===== src/rtl/fir_mac_serial_if.sv =====
// ----------------------------------------------------------------------------
// fir_mac_serial_if
//   Bus between the FIR tap/coefficient shift register (master) and the
//   serial MAC stage (slave).
//   master drives : start, x_mag, x_sign, c_mag, c_sign
//   slave drives  : busy, y_valid, y_out, sat
//   Tap i magnitude lives at [i*BW_in +: BW_in]; tap i sign at bit i.
// ----------------------------------------------------------------------------
interface fir_mac_serial_if #(
   parameter int N_TAPS = 5,
   parameter int BW_in  = 6,
   parameter int BW_out = 8
);
   logic                       start;
   logic [N_TAPS*BW_in-1:0]    x_mag;
   logic [N_TAPS-1:0]          x_sign;
   logic [N_TAPS*BW_in-1:0]    c_mag;
   logic [N_TAPS-1:0]          c_sign;
   logic                       busy;
   logic                       y_valid;
   logic [BW_out-1:0]          y_out;
   logic                       sat;

   modport master (
      output start, x_mag, x_sign, c_mag, c_sign,
      input  busy, y_valid, y_out, sat
   );

   modport slave (
      input  start, x_mag, x_sign, c_mag, c_sign,
      output busy, y_valid, y_out, sat
   );
endinterface


===== src/rtl/fir_mac_serial.sv =====
// ----------------------------------------------------------------------------
// fir_mac_serial
//   Serial sign-magnitude multiply-accumulate. On start (in IDLE) the tap
//   samples/coefficients are snapshotted, then one tap per clock is multiplied
//   and accumulated. The sum is arithmetically right-shifted by SHIFT,
//   saturated to a signed BW_out result and presented with a 1-cycle valid.
// Ports
//   clk    : clock, rising edge
//   reset  : synchronous, active-high
//   bus    : fir_mac_serial_if.slave
//            start in; x_mag/x_sign/c_mag/c_sign in;
//            busy, y_valid, y_out, sat out
// ----------------------------------------------------------------------------
module fir_mac_serial #(
   parameter int N_TAPS = 5,
   parameter int BW_in  = 6,
   parameter int BW_out = 8,
   parameter int SHIFT  = 4
) (
   input  logic             clk,
   input  logic             reset,
   fir_mac_serial_if.slave  bus
);

   localparam int PROD_W = 2*BW_in;
   // Worst case |sum| = N_TAPS*(2^BW_in-1)^2, so this width cannot overflow.
   localparam int ACC_W  = PROD_W + $clog2(N_TAPS) + 1;
   localparam int IDX_W  = $clog2(N_TAPS+1);
   // Compare in a width that holds both the shifted sum and the output range.
   localparam int WIDE   = ((ACC_W > BW_out) ? ACC_W : BW_out) + 1;

   localparam logic [IDX_W-1:0]     LAST  = IDX_W'(N_TAPS-1);
   localparam logic signed [WIDE-1:0] Y_MAX = WIDE'((2**(BW_out-1)) - 1);
   localparam logic signed [WIDE-1:0] Y_MIN = -Y_MAX - WIDE'(1);

   typedef enum logic [1:0] {S_IDLE, S_MAC, S_OUT} state_t;

   state_t state_q, state_d;
   logic   load, mac_en, out_en;

   // snapshot of the tap vectors, frozen for the whole evaluation
   logic [N_TAPS-1:0][BW_in-1:0] xm_q, cm_q;
   logic [N_TAPS-1:0]            xs_q, cs_q;

   logic [IDX_W-1:0]         idx_q;
   logic signed [ACC_W-1:0]  acc_q;
   logic                     y_valid_q;
   logic [BW_out-1:0]        y_out_q;
   logic                     sat_q;

   // ---------------- FSM ----------------
   always_ff @(posedge clk) begin
      if (reset) state_q <= S_IDLE;
      else       state_q <= state_d;
   end

   always_comb begin
      state_d = state_q;
      load    = 1'b0;
      mac_en  = 1'b0;
      out_en  = 1'b0;
      case (state_q)
         S_IDLE: if (bus.start) begin
            load    = 1'b1;
            state_d = S_MAC;
         end
         S_MAC: begin
            mac_en = 1'b1;
            if (idx_q == LAST) state_d = S_OUT;
         end
         S_OUT: begin
            out_en  = 1'b1;
            state_d = S_IDLE;
         end
         default: state_d = S_IDLE;
      endcase
   end

   // ---------------- tap select + multiply ----------------
   logic [BW_in-1:0]        sel_xm, sel_cm;
   logic                    sel_neg;
   logic [PROD_W-1:0]       prod;
   logic signed [ACC_W-1:0] term;

   always_comb begin
      sel_xm  = '0;
      sel_cm  = '0;
      sel_neg = 1'b0;
      for (int i = 0; i < N_TAPS; i++) begin
         if (idx_q == IDX_W'(i)) begin
            sel_xm  = xm_q[i];
            sel_cm  = cm_q[i];
            sel_neg = xs_q[i] ^ cs_q[i];
         end
      end
      prod = PROD_W'(sel_xm) * PROD_W'(sel_cm);
      // a zero product negates to zero, so sign-magnitude -0 needs no special case
      term = sel_neg ? -$signed(ACC_W'(prod)) : $signed(ACC_W'(prod));
   end

   // ---------------- scale + saturate ----------------
   logic signed [ACC_W-1:0] shifted;
   logic signed [WIDE-1:0]  wide;
   logic [BW_out-1:0]       y_d;
   logic                    sat_d;

   always_comb begin
      shifted = acc_q >>> SHIFT;   // floor toward -inf
      wide    = WIDE'(shifted);
      y_d     = wide[BW_out-1:0];
      sat_d   = 1'b0;
      if (wide > Y_MAX) begin
         y_d   = Y_MAX[BW_out-1:0];
         sat_d = 1'b1;
      end else if (wide < Y_MIN) begin
         y_d   = Y_MIN[BW_out-1:0];
         sat_d = 1'b1;
      end
   end

   // ---------------- datapath registers ----------------
   always_ff @(posedge clk) begin
      if (reset) begin
         xm_q      <= '0;
         cm_q      <= '0;
         xs_q      <= '0;
         cs_q      <= '0;
         idx_q     <= '0;
         acc_q     <= '0;
         y_valid_q <= 1'b0;
         y_out_q   <= '0;
         sat_q     <= 1'b0;
      end else begin
         y_valid_q <= out_en;
         if (load) begin
            xm_q  <= bus.x_mag;
            cm_q  <= bus.c_mag;
            xs_q  <= bus.x_sign;
            cs_q  <= bus.c_sign;
            idx_q <= '0;
            acc_q <= '0;
         end
         if (mac_en) begin
            acc_q <= acc_q + term;
            idx_q <= idx_q + IDX_W'(1);
         end
         if (out_en) begin
            y_out_q <= y_d;
            sat_q   <= sat_d;
         end
      end
   end

   assign bus.busy    = (state_q != S_IDLE);
   assign bus.y_valid = y_valid_q;
   assign bus.y_out   = y_out_q;
   assign bus.sat     = sat_q;

endmodule


===== src/flat_wrapper.sv =====
// flat-port wrapper written by rule: the top's interface ports become plain ports
module fir_mac_serial_flat 
#(
   parameter int N_TAPS = 5,
   parameter int BW_in  = 6,
   parameter int BW_out = 8,
   parameter int SHIFT  = 4
)
  (clk, reset, bus_start, bus_x_mag, bus_x_sign, bus_c_mag, bus_c_sign, bus_busy, bus_y_valid, bus_y_out, bus_sat);
  fir_mac_serial_if #(.N_TAPS(N_TAPS), .BW_in(BW_in), .BW_out(BW_out)) bus_i ();
  input  logic clk;
  input  logic reset;
  input wire logic [$bits(bus_i.start)-1:0] bus_start;
  input wire logic [$bits(bus_i.x_mag)-1:0] bus_x_mag;
  input wire logic [$bits(bus_i.x_sign)-1:0] bus_x_sign;
  input wire logic [$bits(bus_i.c_mag)-1:0] bus_c_mag;
  input wire logic [$bits(bus_i.c_sign)-1:0] bus_c_sign;
  output wire logic [$bits(bus_i.busy)-1:0] bus_busy;
  output wire logic [$bits(bus_i.y_valid)-1:0] bus_y_valid;
  output wire logic [$bits(bus_i.y_out)-1:0] bus_y_out;
  output wire logic [$bits(bus_i.sat)-1:0] bus_sat;
  assign bus_i.start = bus_start;
  assign bus_i.x_mag = bus_x_mag;
  assign bus_i.x_sign = bus_x_sign;
  assign bus_i.c_mag = bus_c_mag;
  assign bus_i.c_sign = bus_c_sign;
  assign bus_busy = bus_i.busy;
  assign bus_y_valid = bus_i.y_valid;
  assign bus_y_out = bus_i.y_out;
  assign bus_sat = bus_i.sat;
  fir_mac_serial #(.N_TAPS(N_TAPS), .BW_in(BW_in), .BW_out(BW_out), .SHIFT(SHIFT)) u_core (.clk(clk), .reset(reset), .bus(bus_i));
endmodule

===== config.mk =====
export PLATFORM = sky130hd
export DESIGN_NAME = fir_mac_serial_flat
export DESIGN_NICKNAME = d
export VERILOG_FILES = /design/src/rtl/fir_mac_serial_if.sv /design/src/rtl/fir_mac_serial.sv /design/src/flat_wrapper.sv
export SDC_FILE = /design/constraint.sdc
export NUM_CORES = 1
export LEC_CHECK = 0
export BUFFER_PORTS_ARGS = -buffer_cell sky130_fd_sc_hd__buf_4
export CORE_MARGIN = 1
export CORE_UTILIZATION = 50
export DETAILED_ROUTE_END_ITERATION = 6
export HOLD_SLACK_MARGIN = 0.02
export PLACE_DENSITY = 0.73
export SYNTH_ARGS = -nofsm -noshare
export SYNTH_HDL_FRONTEND = slang
export SYNTH_SLANG_ARGS = --single-unit

===== constraint.sdc =====
create_clock -name clk -period 8.8 [get_ports clk]
set_input_delay 0.44 -clock clk [delete_from_list [all_inputs] [get_ports clk]]
set_output_delay 0.44 -clock clk [all_outputs]
set_load 0.005 [all_outputs]

# After elaboration in Yosys (flattened, before gate mapping)

Index checks and enable logic that the tools add are counted.

Bits in registers: 101
Input bits: 73
Output and inout port bits: 11
Word-level logic and storage cells: 73

Add/sub/neg operators: 3
Multipliers: 1
Magnitude comparators: 2
Equality and inequality tests: 8
Mux-type cells: 31
Bitwise logic cells: 5
Reduce and logical (&&, ||, !) cells: 5

Operators with widths:

| operator            | count |
|---|---|
| $mux 6              | 10 |
| $mux 16             | 3 |
| $add 16x16->16      | 1 |
| $mux 8              | 2 |
| $neg 12->16         | 1 |
| $gt 12x8->1 const B | 1 |
| $lt 12x8->1 const B | 1 |
| $mul 6x6->12        | 1 |
| $mux 1              | 11 |
| $eq 3x2->1 const B  | 2 |
| $mux 3              | 2 |
| $xor 1x1->1         | 5 |
| $mux 2              | 2 |
| $pmux 2 s2          | 1 |
| $reduce_bool 2->1   | 2 |
| $add 3x1->3 const B | 1 |
| $eq 3x1->1 const B  | 1 |
| $eq 3x3->1 const B  | 1 |
| $logic_not 3->1     | 1 |
| $eq 2x1->1 const B  | 1 |
| $eq 2x2->1 const B  | 1 |
| $logic_not 2->1     | 1 |
| $ne 2x1->1 const B  | 1 |
| $ne 2x2->1 const B  | 1 |
| $reduce_and 2->1    | 1 |

# Longest topological paths before layout

Gate-level depths: netlist (run 1).

Word-level depth: 11
Gate-level depth with buffers: 35

# Worst setup path after synthesis (run 1)

Ideal clock, no wire load.

Path type: reg-to-reg
Start point: register u_core.idx_q[0]
End point: register u_core.acc_q[15]
Arrival time: 6682 ps
Required time: 8668 ps
Setup slack: 1986 ps
Stages on the path, launching flop included: 34
Cell sequence: dfxtp_1 -> inv_1 -> ha_1 -> nand2b_1 -> clkbuf_1 -> nor2_1 -> a211oi_1 -> a21oi_1 -> nand2_1 -> o21ai_0 -> or2_2 -> fa_1 -> inv_1 -> fa_1 -> inv_1 -> fa_1 -> inv_1 -> ha_1 -> or2_2 -> nand2_1 -> xor2_1 -> nand3_1 -> nor2b_1 -> xnor2_1 -> ha_1 -> a21o_1 -> a31o_2 -> a31oi_1 -> a31oi_1 -> o21a_1 -> nor2_1 -> xnor2_1 -> mux2i_1 -> a21oi_1

Cells in the longest elaborated chain, start to end: 11

Ends and longest elaborated chain:

| item                   | RTL line              | text |
|---|---|---|
| from (decl)            | fir_mac_serial.sv:45  | `logic [IDX_W-1:0] idx_q;` |
| from (signal assigned) | fir_mac_serial.sv:145 | `idx_q <= idx_q + IDX_W'(1);` |
| $logic_not 3->1        | fir_mac_serial.sv:90  | `if (idx_q == IDX_W'(i)) begin` |
| $mux 6 (5 in series)   | fir_mac_serial.sv:90  |  |
| $mul 6x6->12           | fir_mac_serial.sv:96  | `prod = PROD_W'(sel_xm) * PROD_W'(sel_cm);` |
| $neg 12->16            | fir_mac_serial.sv:98  | `term = sel_neg ? -$signed(ACC_W'(prod)) : $signed(ACC_W'(prod));` |
| $mux 16 *              | fir_mac_serial.sv:98  |  |
| $add 16x16->16 *       | fir_mac_serial.sv:144 | `acc_q <= acc_q + term;` |
| $mux 16 *              | fir_mac_serial.sv:143 | `if (mac_en) begin` |
| to (signal assigned)   | fir_mac_serial.sv:144 |  |
| to (decl)              | fir_mac_serial.sv:46  | `logic signed [ACC_W-1:0] acc_q;` |

Mark *: on every way between the ends. The rest lies on a longest branch, timed or not.
A chain may end at the register's enable or synchronous reset.

# Worst setup path in the final report (run 1)

Same ends and word-level chain as after synthesis.

==> results.toml, run 1 <==
[worst_setup_path]
timing.critical_path.arrival_ns = 7.97
crit_end_category = "register"
setup.worst_path.class = "reg2reg"
worst_r2r_path_depth = 31
worst-path-max-fanout = 11
regToRegStartpoint = "u_core.idx_q[0]"
cp_slowest_cell = "sky130_fd_sc_hd__nor2b_1"
crit_path_max_incr_delay_ns = 0.67
critPathTopFamily = "adder cells"
rrSetupSlack_ns = 1.03
timing.rr.end = "u_core.acc_q[15]"
worst-endpoint-required_ns = 9.00
critical_path.startpoint_type = "register"
critical_path_buf_inv_count = 3

[layout]
final.fill_count = 1150
post_route_cells_drive_above_1_share = 0.148
area_growth_pct = 16.3
post_layout_nonfiller_instances = 1047
antenna_cells = 0
sequential_cell_area_um2 = 2020
final_layout_net_count = 1007
multi_input_area_um2 = 3880

[clock_network]
cts.path.max_buffers = 2
cts_htree_levels = 3
cts_tree = "done"
clock-sinks = 101
post_cts.resized_instances = 0
cts-root-buf = "sky130_fd_sc_hd__clkbuf_16"
post_cts_buffers = 0
cts.reportedPaths.clkPinSlew_ns = 0.08
insertion_delay_ns = 0.36
cts_inserted_buffers = 9
holdBufCountCts = 0

[drt]
routed_wire_length_um = 14200
drt-pass1-iter-count = 5
post-route-drc-count = 0
final_antenna_net_count = 0
viasPerCell = 5.29
drtIter0Drc = 327
routed_wl_per_cell_um = 13.6
detailroute.via_count = 5543

[floorplanning]
die_area_um2 = 12900
initial_utilization = 0.517
fp-row-count = 40
design.core.area_um2 = 12100
fp.dieW_um = 114
floorplan.die.height_um = 114
ioPinCount = 84

[timing]
post-route-min-period_ns = 7.77
report.final.slew_viol_count = 0
skew_ns = 0.00910
grt_setup_unrepaired = "no"
post-route-period-util = 0.883
maxSlewHeadroom = 0.345
max_clock_freq_ghz = 0.129
hold_viol_final = 0
setup-violations-final = 0
worst-slew-pin-transition_ns = 0.983
final.setup.tns_ns = 0

[placement]
buffer_ports.inserted = 83
dp_hpwl_um = 10300
place.gp.congestion = 0.865
place.detailed.instances = 1031

[synth]
synth_fa_ha_area_frac = 0.142
synthCells = 820
synth_warnings = 0
combinational_family_with_the_most_area_after_synthesis = "simple AND/OR/NAND/NOR gates"
yosys.area_share.xor_xnor = 0.0408
number_of_flops_mapped_to_enable_cells_by_yosys = 0
yosysSeqAreaShare = 0.324
synthDominantAreaCellType = "sky130_fd_sc_hd__dfxtp_1"
synth-compound-area-share = 0.210
synth_async_sr_flop_share = 0
ys_types = 60
synth_area_leaders = "sky130_fd_sc_hd__dfxtp_1, sky130_fd_sc_hd__nand2_1, sky130_fd_sc_hd__a21oi_1"
ys.flop_type = "sky130_fd_sc_hd__dfxtp_1"
syn-cell-area_um2 = 6230
yosys.area_share.simple = 0.223
synthMuxAreaShare = 0.00663
synth.avg_cell_area_um2 = 7.60
synth_top_area_share = 0.324
syn-num-nets = 953
number_of_synthesized_register_bits = 101

[power]
worst_ir_drop_vdd_uv = 146
cellLeakagePower_uw = 0.00317
power_density_nw_per_um2 = 166

[grt]
grt_usage = 0.233
grt.overflow.total = 0
grt_start_max_net_pins = 100
first_global_vias = 5118
antenna_found_initial = 0
grt_first_pass_wirelength_um = 24000

[min_path]
hold_path.class = "in2reg"
min_delay_worst_endpoint = "u_core.cm_q[8]"
min_from = "bus_c_mag[8]"
timing.hold.worst_path_depth = 3

[run]
cap_viol_max_count = 0

[outcome]
outcome = "finished, final reports clean"
==> worst min-delay path, delay by kind of cell <==
family / cells / cell delay (ns)
AO/OA/AOI/OAI: 1 / 0.05
buffers and inverters: 1 / 0.11
AND/OR/NAND/NOR: 1 / 0.04
==> flip-flops by register name (all words and copies together), names as in the netlist, 2 cells and up <==
name,count
u_core.acc_q,16
u_core.bus.y_out,8
u_core.cm_q,30
u_core.cs_q,5
u_core.idx_q,3
u_core.state_q,2
u_core.xm_q,30
u_core.xs_q,5
==> area by class of cell <==
| type | count | share of cell area |
|---|---|---|
| multi-input combinational | 633 | 0.536 |
| inverter | 44 | 0.0228 |
| tap | 168 | 0.0290 |
| timing repair buffer | 85 | 0.0881 |
| clock inverter | 7 | 0.0138 |
| sequential | 101 | 0.279 |
| clock buffer | 9 | 0.0311 |
==> where the power goes <==
group          internal, uW  switching, uW  total [uW]
clock                   231            201         431
sequential              482           18.2         500
combinational           116            157         273
total                   829            376        1210
==> kinds of logic after synthesis <==
group / count (synthesis)
flip-flops: 101
XOR/XNOR: 29
AO/OA/AOI/OAI: 218
adder cells (fa/ha/maj): 60
buffers and inverters: 86
multiplexers: 4
AND/OR/NAND/NOR: 322
==> synth_stat cells (all sizes together) (8+ instances only) <==
cell type	count
nand3	12
xnor2	18
nor2	75
a211oi	13
a21oi	114
clkbuf	34
a22oi	12
xor2	11
nand2b	10
buf	8
a31oi	13
fa	18
nand2	180
ha	42
or2	12
o21ai	33
dfxtp	101
inv	44
==> stage by stage <==
stage                util  setup WS (ns)  cell area (um2)  hold slack [ns]  total power, uW
floorplan               -           1.99             6230            0.431              709
global placement    0.574           1.24             6920            0.441              780
detailed placement  0.574           1.04             6920            0.444              784
CTS                 0.601           1.02             7250            0.318             1210
global route        0.601          0.435             7250            0.319             1270
finish              0.601           1.03             7250            0.321             1210
==> routing by layer <==
layer  GRT usage  share of wire
met1       0.312           0.47
met2       0.373           0.46
met3      0.0494          0.042
met4      0.0772          0.025
met5           0              0
==> worst max path at each step <==
stage                                from               end  slack [ns]  depth (start not counted)
after floorplan           u_core.idx_q[0]  u_core.acc_q[15]        1.99                         33
after global placement    u_core.idx_q[0]  u_core.acc_q[15]        1.24                         31
after detailed placement  u_core.idx_q[0]  u_core.acc_q[15]        1.04                         31
after CTS                 u_core.idx_q[0]  u_core.acc_q[15]        1.02                         31
after global routing      u_core.idx_q[0]  u_core.acc_q[15]        0.44                         32
final                     u_core.idx_q[0]  u_core.acc_q[15]        1.03                         31
==> layout by cell type (no fill, tap or decap), types with 2 or more instances in the layout <==
cell type | synthesis | layout
sky130_fd_sc_hd__nand2_1 | 179 | 178
sky130_fd_sc_hd__a21oi_1 | 114 | 114
sky130_fd_sc_hd__dfxtp_1 | 101 | 101
sky130_fd_sc_hd__buf_4 | 1 | 85
sky130_fd_sc_hd__nor2_1 | 75 | 75
sky130_fd_sc_hd__inv_1 | 44 | 44
sky130_fd_sc_hd__ha_1 | 42 | 42
sky130_fd_sc_hd__o21ai_0 | 29 | 29
sky130_fd_sc_hd__xnor2_1 | 18 | 18
sky130_fd_sc_hd__fa_1 | 18 | 18
sky130_fd_sc_hd__a22oi_1 | 12 | 12
sky130_fd_sc_hd__a211oi_1 | 12 | 12
sky130_fd_sc_hd__nand3_1 | 12 | 12
sky130_fd_sc_hd__xor2_1 | 11 | 11
sky130_fd_sc_hd__a31oi_1 | 11 | 11
sky130_fd_sc_hd__or2_2 | 10 | 10
sky130_fd_sc_hd__nand2b_1 | 10 | 10
sky130_fd_sc_hd__clkbuf_16 | 0 | 9
sky130_fd_sc_hd__a21o_1 | 6 | 6
sky130_fd_sc_hd__nor2b_1 | 6 | 6
sky130_fd_sc_hd__nor3_1 | 5 | 5
sky130_fd_sc_hd__o21ai_1 | 4 | 4
sky130_fd_sc_hd__and3_1 | 4 | 4
sky130_fd_sc_hd__o21a_1 | 4 | 4
sky130_fd_sc_hd__nand4_1 | 4 | 4
sky130_fd_sc_hd__o21bai_1 | 3 | 3
sky130_fd_sc_hd__o31a_1 | 3 | 3
sky130_fd_sc_hd__mux2i_1 | 3 | 3
sky130_fd_sc_hd__inv_6 | 0 | 3
sky130_fd_sc_hd__o21ba_2 | 2 | 2
sky130_fd_sc_hd__a31oi_2 | 2 | 2
sky130_fd_sc_hd__a31o_2 | 2 | 2
sky130_fd_sc_hd__nor4_1 | 2 | 2
sky130_fd_sc_hd__o41ai_1 | 2 | 2
sky130_fd_sc_hd__nand2_2 | 1 | 2
sky130_fd_sc_hd__and2_1 | 3 | 2
sky130_fd_sc_hd__nor3b_1 | 2 | 2
sky130_fd_sc_hd__clkinv_8 | 0 | 2
No activity file was read; power rests on OpenSTA's default activity.
==> run 2: changes to the inputs <==
--- a/config.mk
+++ b/config.mk
@@ -6,11 +6,14 @@
 export NUM_CORES = 1
 export LEC_CHECK = 0
 export BUFFER_PORTS_ARGS = -buffer_cell sky130_fd_sc_hd__buf_4
+export CAP_MARGIN = 20
+export CELL_PAD_IN_SITES_DETAIL_PLACEMENT = 1
+export CELL_PAD_IN_SITES_GLOBAL_PLACEMENT = 1
 export CORE_MARGIN = 1
-export CORE_UTILIZATION = 50
+export CORE_UTILIZATION = 43
 export DETAILED_ROUTE_END_ITERATION = 6
 export HOLD_SLACK_MARGIN = 0.02
-export PLACE_DENSITY = 0.73
+export PLACE_DENSITY = 0.83
 export SYNTH_ARGS = -nofsm -noshare
 export SYNTH_HDL_FRONTEND = slang
 export SYNTH_SLANG_ARGS = --single-unit
==> run 2 against run 1 <==
Against the previous run: sequential power hardly changed; non-clock buffer count stayed put; worst setup slack got worse by 0.28 ns; worst hold slack better by 0.0080 ns; total power grew 2.8%; die area up 16%; clock power up 4%; combinational power rose by 6%; clock-buffer cell count is 2 higher; clock skew is 0.0034 ns lower; global-route usage grew 1.3 points; critical endpoint unchanged; largest cell class unchanged; highest routed layer unchanged.
==> results.toml, run 2 (same netlist as run 1, synthesis figures left out) <==
[outcome]
outcome = "finished, final reports clean"

[drt]
drt-pass1-iter-count = 4
drtIter0Drc = 230
routed_wl_per_cell_um = 16.7
viasPerCell = 5.48
post-route-drc-count = 0
final_antenna_net_count = 0
routed_wire_length_um = 17700
detailroute.via_count = 5805

[layout]
final.fill_count = 1771
multi_input_area_um2 = 3880
sequential_cell_area_um2 = 2020
reg.largest.list = "u_core.cm_q (30), u_core.xm_q (30), u_core.acc_q (16)"
layout.cells.most_common_list = "sky130_fd_sc_hd__nand2_1, sky130_fd_sc_hd__a21oi_1, sky130_fd_sc_hd__dfxtp_1, sky130_fd_sc_hd__buf_4, sky130_fd_sc_hd__nor2_1"
antenna_cells = 0
post_route_cells_drive_above_1_share = 0.147
most_common_library_cell_in_the_layout_ignoring_fill_and_taps = "sky130_fd_sc_hd__nand2_1"
area_growth_pct = 16.6
final_layout_net_count = 1007
post_layout_nonfiller_instances = 1059

[clock_network]
clock-sinks = 101
cts-root-buf = "sky130_fd_sc_hd__clkbuf_16"
holdBufCountCts = 0
post_cts_buffers = 0
cts_inserted_buffers = 9
cts.reportedPaths.clkPinSlew_ns = 0.07
cts_tree = "done"
cts_htree_levels = 3
post_cts.resized_instances = 0
insertion_delay_ns = 0.35
cts.path.max_buffers = 2

[timing]
skew_ns = 0.00565
post-route-period-util = 0.915
max_clock_freq_ghz = 0.124
maxSlewHeadroom = 0.331
hold_viol_final = 0
setup-violations-final = 0
grt_setup_unrepaired = "no"
post-route-min-period_ns = 8.06
worst-slew-pin-transition_ns = 1.00
final.setup.tns_ns = 0
report.final.slew_viol_count = 0

[worst_setup_path]
worst_r2r_path_depth = 32
critPathCapture = "u_core.acc_q[15]"
crit_top_cell = "sky130_fd_sc_hd__inv_1"
cp_slowest_cell = "sky130_fd_sc_hd__nor2b_1"
critPathTopFamily = "adder cells"
setup.worst_path.class = "reg2reg"
regToRegStartpoint = "u_core.idx_q[1]"
worst-path-max-fanout = 11
timing.rr.end = "u_core.acc_q[15]"
critical_path_buf_inv_count = 4
worst-endpoint-required_ns = 9.00
critical_path.startpoint_type = "register"
crit_end_category = "register"
timing.critical_path.arrival_ns = 8.25
crit_path_max_incr_delay_ns = 0.67
rrSetupSlack_ns = 0.74
setup.worst_path.start = "u_core.idx_q[1]"
timing.critical_path.depth = 32

[floorplanning]
fp.dieW_um = 122
initial_utilization = 0.446
die_area_um2 = 15000
ioPinCount = 84
floorplan.die.height_um = 122
design.core.area_um2 = 14000
fp-row-count = 43

[grt]
first_global_vias = 5995
grt_start_max_net_pins = 100
grt.overflow.total = 0
grt_first_pass_wirelength_um = 28900
antenna_found_initial = 0
grt_usage = 0.246

[placement]
buffer_ports.inserted = 83
place.detailed.instances = 1043
place.gp.congestion = 0.799
dp_hpwl_um = 13400

[power]
cellLeakagePower_uw = 0.00317
worst_ir_drop_vdd_uv = 88.3
power_density_nw_per_um2 = 170

[min_path]
hold_path.class = "in2reg"

[run]
cap_viol_max_count = 0
run 2: final cells by class:
| type | instances | share of cell area |
|---|---|---|
| Sequential cell | 101 | 0.278 |
| Inverter | 44 | 0.0227 |
| Clock inverter | 5 | 0.0122 |
| Clock buffer | 11 | 0.0334 |
| Multi-Input combinational cell | 633 | 0.535 |
| Tap cell | 180 | 0.0310 |
| Timing Repair Buffer | 85 | 0.0878 |
run 2: per-layer routing:
layer  share of wire  global-route usage  vias up  routed length (um)
met5               0                   0        -                   0
met4           0.016              0.0747        0                 291
met3           0.029              0.0358       21                 507
met2            0.48               0.422       90                8540
met1            0.47               0.318     2818                8330
li1                -                   -     2876                   -
run 2: how the worst min path moves through the flow:
| stage | to | from | depth (start not counted) |
|---|---|---|---|
| after floorplan | u_core.cm_q[12] | u_core.cm_q[12] | 2 |
| after global placement | u_core.bus.y_out[2] | u_core.bus.y_out[2] | 2 |
| after detailed placement | u_core.cm_q[25] | u_core.cm_q[25] | 2 |
| after CTS | u_core.xm_q[12] | bus_x_mag[12] | 3 |
| after global routing | u_core.xm_q[0] | bus_x_mag[0] | 3 |
| final | u_core.xm_q[12] | bus_x_mag[12] | 3 |
run 2: tightest hold or removal path: cells and delay by family:
family	cells	cell delay (ns)
AOI/OAI and AO/OA	1	0.05
buffers and inverters	1	0.11
and+or+nand+nor	1	0.05
run 2: report_power, final:
group	internal, uW	switching, uW
clock	261	187
combinational	117	172
sequential	482	19.4
total	860	379
run 2: stage by stage:
| stage | utilization | power [uW] | instance area, um2 | hold slack [ns] | worst slack [ns] |
|---|---|---|---|---|---|
| floorplan | - | 709 | 6230 | 0.431 | 1.99 |
| global placement | 0.496 | 784 | 6940 | 0.442 | 1.13 |
| detailed placement | 0.496 | 798 | 6940 | 0.450 | 0.853 |
| CTS | 0.519 | 1250 | 7270 | 0.324 | 0.756 |
| global route | 0.519 | 1300 | 7270 | 0.330 | 0.116 |
| finish | 0.519 | 1240 | 7270 | 0.329 | 0.745 |
==> run 3: changes to the inputs <==
--- a/config.mk
+++ b/config.mk
@@ -10,10 +10,10 @@
 export CELL_PAD_IN_SITES_DETAIL_PLACEMENT = 1
 export CELL_PAD_IN_SITES_GLOBAL_PLACEMENT = 1
 export CORE_MARGIN = 1
-export CORE_UTILIZATION = 43
+export CORE_UTILIZATION = 46
 export DETAILED_ROUTE_END_ITERATION = 6
 export HOLD_SLACK_MARGIN = 0.02
-export PLACE_DENSITY = 0.83
+export PLACE_DENSITY = 0.88
 export SYNTH_ARGS = -nofsm -noshare
 export SYNTH_HDL_FRONTEND = slang
 export SYNTH_SLANG_ARGS = --single-unit
==> constraint.sdc (replaced) <==
create_clock -name clk -period 9.56 [get_ports clk]
set_input_delay 0.478 -clock clk [delete_from_list [all_inputs] [get_ports clk]]
set_output_delay 0.478 -clock clk [all_outputs]
set_load 0.005 [all_outputs]
==> run 3 against run 2 <==
Against the previous run: worst setup slack better by 0.71 ns; clock-buffer cell count is 1 lower; worst hold slack better by 0.027 ns; sequential power is 8.0% lower; via count is 1.1% higher; non-clock buffer count stayed put; clock power is 15% lower; flip-flop and latch count stayed put; utilization is 2.6 points higher; clock skew is 0.0033 ns higher; critical path type unchanged.
==> results.toml, run 3 (same netlist as run 1, synthesis figures left out) <==
[timing]
worst-slew-pin-transition_ns = 1.01
skew_ns = 0.00895
post-route-period-util = 0.848
max_clock_freq_ghz = 0.123
hold_viol_final = 0
setup-violations-final = 0
final.setup.worst_slack_ns = 1.45
grt_setup_unrepaired = "no"
maxSlewHeadroom = 0.328
final.setup.tns_ns = 0
post-route-min-period_ns = 8.11
report.final.slew_viol_count = 0

[power]
seq_power_share = 0.416
cellLeakagePower_uw = 0.00316
switching_share = 0.317
power.share.combinational = 0.241
cellInternalPower_uw = 757
power_density_nw_per_um2 = 154
switching_power_uw = 352
clockPowerShare = 0.343
worst_ir_drop_vdd_uv = 85.1

[drt]
final_antenna_net_count = 0
wl_met1_um = 8080
post-route-drc-count = 0
routed_wire_length_um = 18200
highest-signal-layer = "met4"
detailroute.wirelength.met3_um = 562
routed_wl_per_cell_um = 17.2
drtIter0Drc = 283
met2_length_um = 8980
detailroute.via_count = 5868
viasPerCell = 5.56
drt-pass1-iter-count = 5

[worst_setup_path]
cp_slowest_cell = "sky130_fd_sc_hd__nor2b_1"
critical_path_buf_inv_count = 1
worst_r2r_path_depth = 30
critical_path.startpoint_type = "register"
timing.rr.end = "u_core.acc_q[15]"
setup.worst_path.class = "reg2reg"
worst-path-max-fanout = 11
rrSetupSlack_ns = 1.45
worst-endpoint-required_ns = 9.77
regToRegStartpoint = "u_core.idx_q[0]"
critPathTopFamily = "adder cells"
crit_path_max_incr_delay_ns = 0.68
crit_end_category = "register"
timing.critical_path.arrival_ns = 8.31

[grt]
grt.overflow.total = 0
grt_start_max_net_pins = 100
antenna_found_initial = 0
grt_first_pass_wirelength_um = 29600
first_global_vias = 6117
grt_usage = 0.265

[placement]
pre_cts_ws_ns = 1.50
buffer_ports.inserted = 83
place.gp.congestion = 0.833
placed_area_um2 = 6930
dp_hpwl_um = 13500

[clock_network]
cts.path.max_buffers = 2
clock-sinks = 101
cts-root-buf = "sky130_fd_sc_hd__clkbuf_16"
cts_htree_levels = 3
cts.reportedPaths.clkPinSlew_ns = 0.07
post_cts.resized_instances = 0
holdBufCountCts = 0
cts_inserted_buffers = 9
cts_tree = "done"
insertion_delay_ns = 0.36
post_cts_buffers = 0

[min_path]
timing.hold.worst_path_depth = 3
min_delay_worst_endpoint = "u_core.xm_q[29]"
min_from = "bus_x_mag[29]"
hold_path.class = "in2reg"

[layout]
post_route_cells_drive_above_1_share = 0.147
multi_input_area_um2 = 3880
final_layout_net_count = 1007
area_of_all_placed_cells_without_fillers_um2 = 7230
area_growth_pct = 16.0
antenna_cells = 0
final.fill_count = 1681
layout.cells.most_common_list = "sky130_fd_sc_hd__nand2_1, sky130_fd_sc_hd__a21oi_1, sky130_fd_sc_hd__dfxtp_1, sky130_fd_sc_hd__buf_4, sky130_fd_sc_hd__nor2_1"
most_common_library_cell_in_the_layout_ignoring_fill_and_taps = "sky130_fd_sc_hd__nand2_1"
sequential_cell_area_um2 = 2020
reg.largest.list = "u_core.cm_q (30), u_core.xm_q (30), u_core.acc_q (16)"

[outcome]
outcome = "finished, final reports clean"

[floorplanning]
initial_utilization = 0.471
design.core.area_um2 = 13200
floorplan.die.height_um = 118
ioPinCount = 84
die_area_um2 = 14000
fp.dieW_um = 118
fp-row-count = 42

[run]
cap_viol_max_count = 0
==> run 3: cell types whose count changed in the layout (fill, tap and decap cells not counted), sizes merged <==
cell,change
bufinv,-1
clkbuf,-1
clkinv,+2
==> run 3: power groups by stage <==
stage / combinational (uW) / sequential (uW) / clock (uW)
2_1_floorplan: 189 / 464 / 0
3_3_place_gp: 248 / 470 / 0
3_5_place_dp: 264 / 471 / 0
4_1_cts: 268 / 461 / 384
5_1_grt: 298 / 464 / 398
6_report: 267 / 462 / 381
==> run 3: metal layers <==
metal,global-route usage,vias to the layer above
li1,-,2873
met1,0.325,2846
met2,0.467,111
met3,0.0309,38
met4,0.116,0
met5,0,-
==> run 3: layout make-up <==
| cell class | instances | area share |
|---|---|---|
| clock buffers | 10 | 0.0317 |
| multi-input cells | 633 | 0.537 |
| clock inverters | 6 | 0.00952 |
| inverters | 44 | 0.0228 |
| flip-flops and latches | 101 | 0.280 |
| well taps | 176 | 0.0305 |
| repair buffers | 85 | 0.0883 |
==> run 3: worst max-delay path by stage <==
stage                     cells past startpoint            start                to  slack, ns
after CTS                                    30  u_core.idx_q[0]  u_core.acc_q[15]       1.45
after global placement                       31  u_core.idx_q[0]  u_core.acc_q[15]       1.95
after global routing                         30  u_core.idx_q[0]  u_core.acc_q[15]       0.83
after detailed placement                     30  u_core.idx_q[0]  u_core.acc_q[15]       1.50
after floorplan                              33  u_core.idx_q[0]  u_core.acc_q[15]       2.75
final                                        30  u_core.idx_q[0]  u_core.acc_q[15]       1.45
==> run 3: stage by stage <==
step / utilization / hold WS (ns) / std cells / total power (uW)
finish: 0.546 / 0.356 / 1055 / 1110
global route: 0.546 / 0.362 / 1055 / 1160
CTS: 0.546 / 0.354 / 1055 / 1110
floorplan: - / 0.431 / 820 / 653
detailed placement: 0.523 / 0.450 / 1039 / 735
global placement: 0.523 / 0.443 / 1039 / 719
==> run 3: tightest hold or removal path: cells and delay by family <==
kind | cells | cell delay [ns]
buffers and inverters | 1 | 0.11
AO/OA/AOI/OAI | 1 | 0.05
AND/OR/NAND/NOR | 1 | 0.04
